File: src/rtl/spi_byte_capture_if.sv
// Purpose : bundles the raw SPI bus, the downstream done level and the captured-word outputs.
// Latency : n/a (signal bundle only).
// Backpressure: done_sig is the downstream acknowledge; busy tells the producer side a word is pending.
// Ports   : master = bench/SPI side (drives ss_n, sclk, mosi, miso, done_sig);
//           slave  = capture block (drives real_mosi_data, real_miso_data, eval, busy, frame_active, overrun_err).
interface spi_byte_capture_if #(
    parameter int DATA_SIZE = 8
) ();
    logic                 ss_n;
    logic                 sclk;
    logic                 mosi;
    logic                 miso;
    logic                 done_sig;
    logic [DATA_SIZE-1:0] real_mosi_data;
    logic [DATA_SIZE-1:0] real_miso_data;
    logic                 eval;
    logic                 busy;
    logic                 frame_active;
    logic                 overrun_err;

    modport master (
        output ss_n, sclk, mosi, miso, done_sig,
        input  real_mosi_data, real_miso_data, eval, busy, frame_active, overrun_err
    );

    modport slave (
        input  ss_n, sclk, mosi, miso, done_sig,
        output real_mosi_data, real_miso_data, eval, busy, frame_active, overrun_err
    );
endinterface

File: src/rtl/spi_byte_capture.sv
// Purpose : samples a raw mode-0 SPI bus in sys_clk, deserialises MOSI/MISO words MSB first, pulses eval per word pair.
// Latency : eval + data visible after sys_clk edge SYNC_STAGES+1, counting from the first edge that samples the SCLK rise.
// Backpressure: after eval, waits for done_sig low then high; words completing meanwhile are dropped and set overrun_err.
// Ports   : sys_clk, rst (async, active high); bus.slave carries ss_n/sclk/mosi/miso/done_sig in and
//           real_mosi_data/real_miso_data/eval/busy/frame_active/overrun_err out.
module spi_byte_capture #(
    parameter int DATA_SIZE   = 8,
    parameter int SYNC_STAGES = 2
) (
    input  logic               sys_clk,
    input  logic               rst,
    spi_byte_capture_if.slave  bus
);
    localparam int CNT_W = $clog2(DATA_SIZE + 1);
    localparam logic [CNT_W-1:0] LAST_BIT = CNT_W'(DATA_SIZE - 1);

    typedef enum logic [1:0] {
        HS_READY    = 2'b00,
        HS_ACK_LOW  = 2'b01,
        HS_ACK_HIGH = 2'b10
    } hs_state_t;

    // Synchroniser chains; the last stage of each is the usable sys_clk-domain copy.
    logic [SYNC_STAGES-1:0] ss_n_ff;
    logic [SYNC_STAGES-1:0] sclk_ff;
    logic [SYNC_STAGES-1:0] mosi_ff;
    logic [SYNC_STAGES-1:0] miso_ff;
    logic                   sclk_prev;
    logic                   ss_n_prev;

    logic ss_n_sync;
    logic sclk_sync;
    logic mosi_sync;
    logic miso_sync;

    assign ss_n_sync = ss_n_ff[SYNC_STAGES-1];
    assign sclk_sync = sclk_ff[SYNC_STAGES-1];
    assign mosi_sync = mosi_ff[SYNC_STAGES-1];
    assign miso_sync = miso_ff[SYNC_STAGES-1];

    always_ff @(posedge sys_clk or posedge rst) begin
        if (rst) begin
            ss_n_ff   <= '1;
            sclk_ff   <= '0;
            mosi_ff   <= '0;
            miso_ff   <= '0;
            sclk_prev <= 1'b0;
        end else begin
            ss_n_ff   <= {ss_n_ff[SYNC_STAGES-2:0], bus.ss_n};
            sclk_ff   <= {sclk_ff[SYNC_STAGES-2:0], bus.sclk};
            mosi_ff   <= {mosi_ff[SYNC_STAGES-2:0], bus.mosi};
            miso_ff   <= {miso_ff[SYNC_STAGES-2:0], bus.miso};
            sclk_prev <= sclk_sync;
        end
    end

    logic                 sclk_rise;
    logic                 ss_n_fall;
    logic                 word_done;
    logic [CNT_W-1:0]     bit_cnt;
    logic [DATA_SIZE-1:0] mosi_sh;
    logic [DATA_SIZE-1:0] miso_sh;
    logic [DATA_SIZE-1:0] mosi_next;
    logic [DATA_SIZE-1:0] miso_next;

    assign sclk_rise = sclk_sync & ~sclk_prev;
    assign ss_n_fall = ss_n_prev & ~ss_n_sync;
    // Gating on ss_n_sync means a deselect arriving with the final SCLK edge discards the word.
    assign word_done = ~ss_n_sync & sclk_rise & (bit_cnt == LAST_BIT);
    assign mosi_next = {mosi_sh[DATA_SIZE-2:0], mosi_sync};
    assign miso_next = {miso_sh[DATA_SIZE-2:0], miso_sync};

    hs_state_t            hs_state;
    logic [DATA_SIZE-1:0] mosi_q;
    logic [DATA_SIZE-1:0] miso_q;
    logic                 eval_q;
    logic                 busy_q;
    logic                 overrun_q;

    always_ff @(posedge sys_clk or posedge rst) begin
        if (rst) begin
            ss_n_prev <= 1'b1;
            bit_cnt   <= '0;
            mosi_sh   <= '0;
            miso_sh   <= '0;
            hs_state  <= HS_READY;
            mosi_q    <= '0;
            miso_q    <= '0;
            eval_q    <= 1'b0;
            busy_q    <= 1'b0;
            overrun_q <= 1'b0;
        end else begin
            ss_n_prev <= ss_n_sync;
            eval_q    <= 1'b0;

            // Shifter runs regardless of the handshake state.
            if (ss_n_sync) begin
                bit_cnt <= '0;
                mosi_sh <= '0;
                miso_sh <= '0;
            end else if (sclk_rise) begin
                mosi_sh <= mosi_next;
                miso_sh <= miso_next;
                bit_cnt <= word_done ? '0 : bit_cnt + CNT_W'(1);
            end

            if (ss_n_fall) begin
                overrun_q <= 1'b0;
            end

            // Decisions use the current state only, so a word landing on the
            // ACK_HIGH -> READY edge is still an overrun.
            if (word_done && hs_state != HS_READY) begin
                overrun_q <= 1'b1;
            end

            case (hs_state)
                HS_READY: begin
                    if (word_done) begin
                        mosi_q   <= mosi_next;
                        miso_q   <= miso_next;
                        eval_q   <= 1'b1;
                        busy_q   <= 1'b1;
                        hs_state <= HS_ACK_LOW;
                    end
                end
                HS_ACK_LOW: begin
                    // done_sig still high straight after eval is the old level; just keep waiting.
                    if (!bus.done_sig) begin
                        hs_state <= HS_ACK_HIGH;
                    end
                end
                HS_ACK_HIGH: begin
                    if (bus.done_sig) begin
                        hs_state <= HS_READY;
                        busy_q   <= 1'b0;
                    end
                end
                default: begin
                    hs_state <= HS_READY;
                    busy_q   <= 1'b0;
                end
            endcase
        end
    end

    assign bus.real_mosi_data = mosi_q;
    assign bus.real_miso_data = miso_q;
    assign bus.eval           = eval_q;
    assign bus.busy           = busy_q;
    assign bus.frame_active   = ~ss_n_sync;
    assign bus.overrun_err    = overrun_q;
endmodule

File: src/flat_wrapper.sv
// flat-port wrapper written by rule: the top's interface ports become plain ports
module spi_byte_capture_flat 
#(
    parameter int DATA_SIZE   = 8,
    parameter int SYNC_STAGES = 2
)
  (sys_clk, rst, bus_ss_n, bus_sclk, bus_mosi, bus_miso, bus_done_sig, bus_real_mosi_data, bus_real_miso_data, bus_eval, bus_busy, bus_frame_active, bus_overrun_err);
  spi_byte_capture_if #(.DATA_SIZE(DATA_SIZE)) bus_i ();
  input  logic sys_clk;
  input  logic rst;
  input wire logic [$bits(bus_i.ss_n)-1:0] bus_ss_n;
  input wire logic [$bits(bus_i.sclk)-1:0] bus_sclk;
  input wire logic [$bits(bus_i.mosi)-1:0] bus_mosi;
  input wire logic [$bits(bus_i.miso)-1:0] bus_miso;
  input wire logic [$bits(bus_i.done_sig)-1:0] bus_done_sig;
  output wire logic [$bits(bus_i.real_mosi_data)-1:0] bus_real_mosi_data;
  output wire logic [$bits(bus_i.real_miso_data)-1:0] bus_real_miso_data;
  output wire logic [$bits(bus_i.eval)-1:0] bus_eval;
  output wire logic [$bits(bus_i.busy)-1:0] bus_busy;
  output wire logic [$bits(bus_i.frame_active)-1:0] bus_frame_active;
  output wire logic [$bits(bus_i.overrun_err)-1:0] bus_overrun_err;
  assign bus_i.ss_n = bus_ss_n;
  assign bus_i.sclk = bus_sclk;
  assign bus_i.mosi = bus_mosi;
  assign bus_i.miso = bus_miso;
  assign bus_i.done_sig = bus_done_sig;
  assign bus_real_mosi_data = bus_i.real_mosi_data;
  assign bus_real_miso_data = bus_i.real_miso_data;
  assign bus_eval = bus_i.eval;
  assign bus_busy = bus_i.busy;
  assign bus_frame_active = bus_i.frame_active;
  assign bus_overrun_err = bus_i.overrun_err;
  spi_byte_capture #(.DATA_SIZE(DATA_SIZE), .SYNC_STAGES(SYNC_STAGES)) u_core (.sys_clk(sys_clk), .rst(rst), .bus(bus_i));
endmodule
File: config.mk
export PLATFORM = sky130hd
export DESIGN_NAME = spi_byte_capture_flat
export DESIGN_NICKNAME = d
export VERILOG_FILES = /design/src/rtl/spi_byte_capture_if.sv /design/src/rtl/spi_byte_capture.sv /design/src/flat_wrapper.sv
export SDC_FILE = /design/constraint.sdc
export NUM_CORES = 1
export LEC_CHECK = 0
export CAP_MARGIN = 15
export CORE_ASPECT_RATIO = 0.6
export CORE_MARGIN = 3
export CORE_UTILIZATION = 55
export CTS_BUF_LIST = sky130_fd_sc_hd__clkbuf_8 sky130_fd_sc_hd__clkbuf_16
export CTS_CLUSTER_DIAMETER = 80
export DETAILED_ROUTE_END_ITERATION = 16
export DONT_BUFFER_PORTS = 1
export GPL_ROUTABILITY_DRIVEN = 1
export PLACE_DENSITY = 0.71
export SLEW_MARGIN = 25
export SYNTH_ARGS = -nofsm -noshare
export SYNTH_HDL_FRONTEND = slang
export SYNTH_SLANG_ARGS = --single-unit
File: constraint.sdc
create_clock -name sys_clk -period 1.8 [get_ports sys_clk]
set_clock_uncertainty 0.2 [all_clocks]
set_input_delay 0.18 -clock sys_clk [delete_from_list [all_inputs] [get_ports sys_clk]]
set_output_delay 0.18 -clock sys_clk [all_outputs]
set_load 0.01 [all_outputs]
==> impl_metrics.json <==
{
  "area_growth_pct": 17.5,
  "rr_endpoint": "u_core.bus.real_miso_data[5]$_DFFE_PP0P_",
  "clockBufferDepth": 2,
  "path_class": "reg -> reg",
  "start_util_pct": 60.1,
  "multiInputGateArea_um2": 537,
  "synth_warnings": 0,
  "grt_use_total_pct": 17.0,
  "status": "finished clean",
  "arrival_ps": 1700,
  "drt_iter0_drc": 34,
  "synth_xor_area_share_pct": 0.971,
  "cts_made_buffers": 5,
  "place_hpwl_um": 1950,
  "synth_compound_area_share_pct": 9.85,
  "vias": 979,
  "die_w_um": 79.9,
  "fillers": 208,
  "setup_tns_ps": 0,
  "io_pins": 27,
  "cts_resized": 0,
  "drtAntennaViolNets": 0,
  "final_cell_mix": "dfrtp_1, a22o_1, buf_4",
  "holdPathEnd": "u_core.sclk_ff[1]$_DFF_PP0_",
  "htreeDepth": 2,
  "synthAdderAreaFrac_pct": 0.693,
  "yosys.area_share.simple_pct": 6.38,
  "cp_max_fo": 9,
  "rows": 15,
  "min_path_cells": 0,
  "grt_max_degree": 28,
  "hold_path.class": "reg -> reg",
  "ys_seq_area_share_pct": 68.2,
  "worstSkewPairLatency_ps": 290,
  "final-seq-area_um2": 1230,
  "path_clk_slew_ps": 80,
  "tightest_slew_ps": 696,
  "synth_top_family_by_area": "multiplexers",
  "reg2reg_depth": 5,
  "rsz0062_at_grt": "no",
  "synth_area_um2": 1800,
  "max_freq_ghz": 0.582,
  "maxSlewViolCount": 0,
  "fin_crit_ps": 1720,
  "grt.overflow.total": 0,
  "post-route-period-util_pct": 95.4,
  "routed_wl_um": 2960,
  "syn-num-nets": 124,
  "nNetsFinal": 146,
  "via_per_inst": 5.44,
  "start_kind": "flop",
  "antenna_cells": 0,
  "leakagePower_nw": 1.09,
  "port_buffers": 0,
  "routabilityCongestion": 0.728,
  "core_um2": 3000,
  "endpoint_kind": "flop",
  "grt_pass1_vias": 1030,
  "syn_area_per_cell_um2": 15.6,
  "drv_cap": 0,
  "cellPowerDensity_nw_per_um2": 865,
  "drive_above_1_share_pct": 30.4,
  "dieArea_um2": 4030,
  "cts_tree": "done",
  "hold_start": "u_core.sclk_ff[0]$_DFF_PP0_",
  "layout_commonest_cell": "dfrtp_1",
  "max-slew-margin-rel_pct": 53.6,
  "reg2reg_slack_ps": 80,
  "yosys.cell_types.count": 25,
  "worst_hold_slack_ps": 153,
  "r2r-start": "u_core.bit_cnt[0]$_DFFE_PP0P_",
  "antenna_found_initial": 0,
  "drt-pass1-iter-count": 4,
  "clock-sinks": 49,
  "hold_viol": 0,
  "synthMuxAreaShare_pct": 11.7,
  "wl_per_cell_um": 16.4,
  "grt_pass1_wl_um": 4960,
  "ir_drop_mv": 0.548,
  "synthCells": 116,
  "setup_viol": 0,
  "cp.required_ps": 1780,
  "synth-seq-cells": 49,
  "die_h_um": 50.4,
  "cts-root-buf": "clkbuf_8",
  "drc": 0
}
## flip-flops by register name, indices dropped and copies added (netlist names)
signal and count:
u_core.bit_cnt 4, u_core.bus.busy 1, u_core.bus.eval 1, u_core.bus.overrun_err 1, u_core.bus.real_miso_data 8, u_core.bus.real_mosi_data 8
u_core.hs_state 2, u_core.miso_ff 2, u_core.miso_sh 7, u_core.mosi_ff 2, u_core.mosi_sh 7, u_core.sclk_ff 2
u_core.sclk_prev 1, u_core.ss_n_ff 2, u_core.ss_n_prev 1
## cell usage after synthesis
cell      instances  area [um^2]
dfrtp_1          46         1150
dfstp_2           3         78.8
o21ai_0           3         15.0
and4b_1           1         10.0
a21o_1            1         7.51
nor3b_4           1         18.8
a21oi_1           3         15.0
nand2b_1          1         6.26
buf_6             1         11.3
a31o_2            1         8.76
nand2_1           3         11.3
inv_1             6         22.5
xnor2_1           1         8.76
nor3b_1           1         7.51
xor2_1            1         8.76
and3b_1           1         8.76
mux2_4            8          120
clkbuf_1          2         7.51
nand3_4           1         17.5
ha_1              1         12.5
a22o_1           15          131
mux2_2            8         90.1
nor2_1            4         15.0
nor3_1            1         5.00
nand3b_1          2         15.0
## timing repair
item | CTS | global route
setup endpoints to repair | 16 | 8
buffers inserted | 1 | 1
gates cloned | 0 | 1
pin swaps | 1 | 0
endpoints found under the hold margin | 56 | 0
hold buffers | 6 | 0
## worst max-delay path: stages (launching register included)
cell and delay [ps]:
dfrtp_1 400, ha_1 230, and3b_1 210, nand3_4 100, clkbuf_16 170, mux2_4 300
## stage by stage
| stage | area, um^2 | instances | util (%) | setup WS, ps | total power [mW] |
|---|---|---|---|---|---|
| after global routing | 2120 | 180 | 70.6 | 15.1 | 1.92 |
| after CTS | 2090 | 178 | 69.5 | 58.2 | 1.85 |
| final | 2120 | 180 | 70.6 | 82.8 | 1.84 |
| after floorplan | 1800 | 116 | - | 52.0 | 1.20 |
| after detailed placement | 1920 | 164 | 64.0 | -9.09 | 1.23 |
| after global placement | 1920 | 164 | 63.9 | 14.7 | 1.22 |
## metal layers
layer / up-vias / GRT usage [%] / share of wire [%]
met5: - / 0 / 0
met3: 7 / 5.38 / 6.9
met1: 496 / 23.6 / 48
met4: 0 / 10.1 / 2.2
li1: 450 / - / -
met2: 26 / 23.5 / 43
## layout make-up
class                   count  share of cell area, %
flip-flops and latches     49                   58.0
multi-input cells          58                   25.3
repair buffers             18                   9.09
clock buffers               6                   3.89
well taps                  42                   2.48
inverters                   6                   1.06
clock inverters             1                  0.177
## report_power, final
part           total [mW]  leakage, nW  switching, mW  internal, mW
sequential           1.13        0.655         0.0116          1.12
clock               0.622       0.0485          0.322         0.299
combinational      0.0804        0.383         0.0481        0.0324
total                1.84         1.09          0.382          1.45
## kinds of logic (layout without fill, tap and decap cells)
group                    Yosys count  in the layout
multiplexers                      16             16
AO/OA/AOI/OAI                     23             23
flip-flops                        49             49
buffers and inverters              9             31
XOR/XNOR                           2              2
adder cells (fa/ha/maj)            1              1
AND/OR/NAND/NOR                   16             16
## worst max-delay path by stage
stage                                        from                                       end  slack, ps
floorplan           u_core.bit_cnt[0]$_DFFE_PP0P_  u_core.bus.real_miso_data[4]$_DFFE_PP0P_         50
global placement       u_core.sclk_prev$_DFF_PP0_             u_core.miso_sh[4]$_DFFE_PP0P_         10
detailed placement    u_core.ss_n_ff[1]$_DFF_PP1_  u_core.bus.real_mosi_data[4]$_DFFE_PP0P_         -9
CTS                 u_core.bit_cnt[0]$_DFFE_PP0P_  u_core.bus.real_mosi_data[5]$_DFFE_PP0P_         60
global route        u_core.bit_cnt[0]$_DFFE_PP0P_  u_core.bus.real_mosi_data[1]$_DFFE_PP0P_         20
finish              u_core.bit_cnt[0]$_DFFE_PP0P_  u_core.bus.real_miso_data[5]$_DFFE_PP0P_         80
Note: power is estimated with default switching activity, not from simulation.
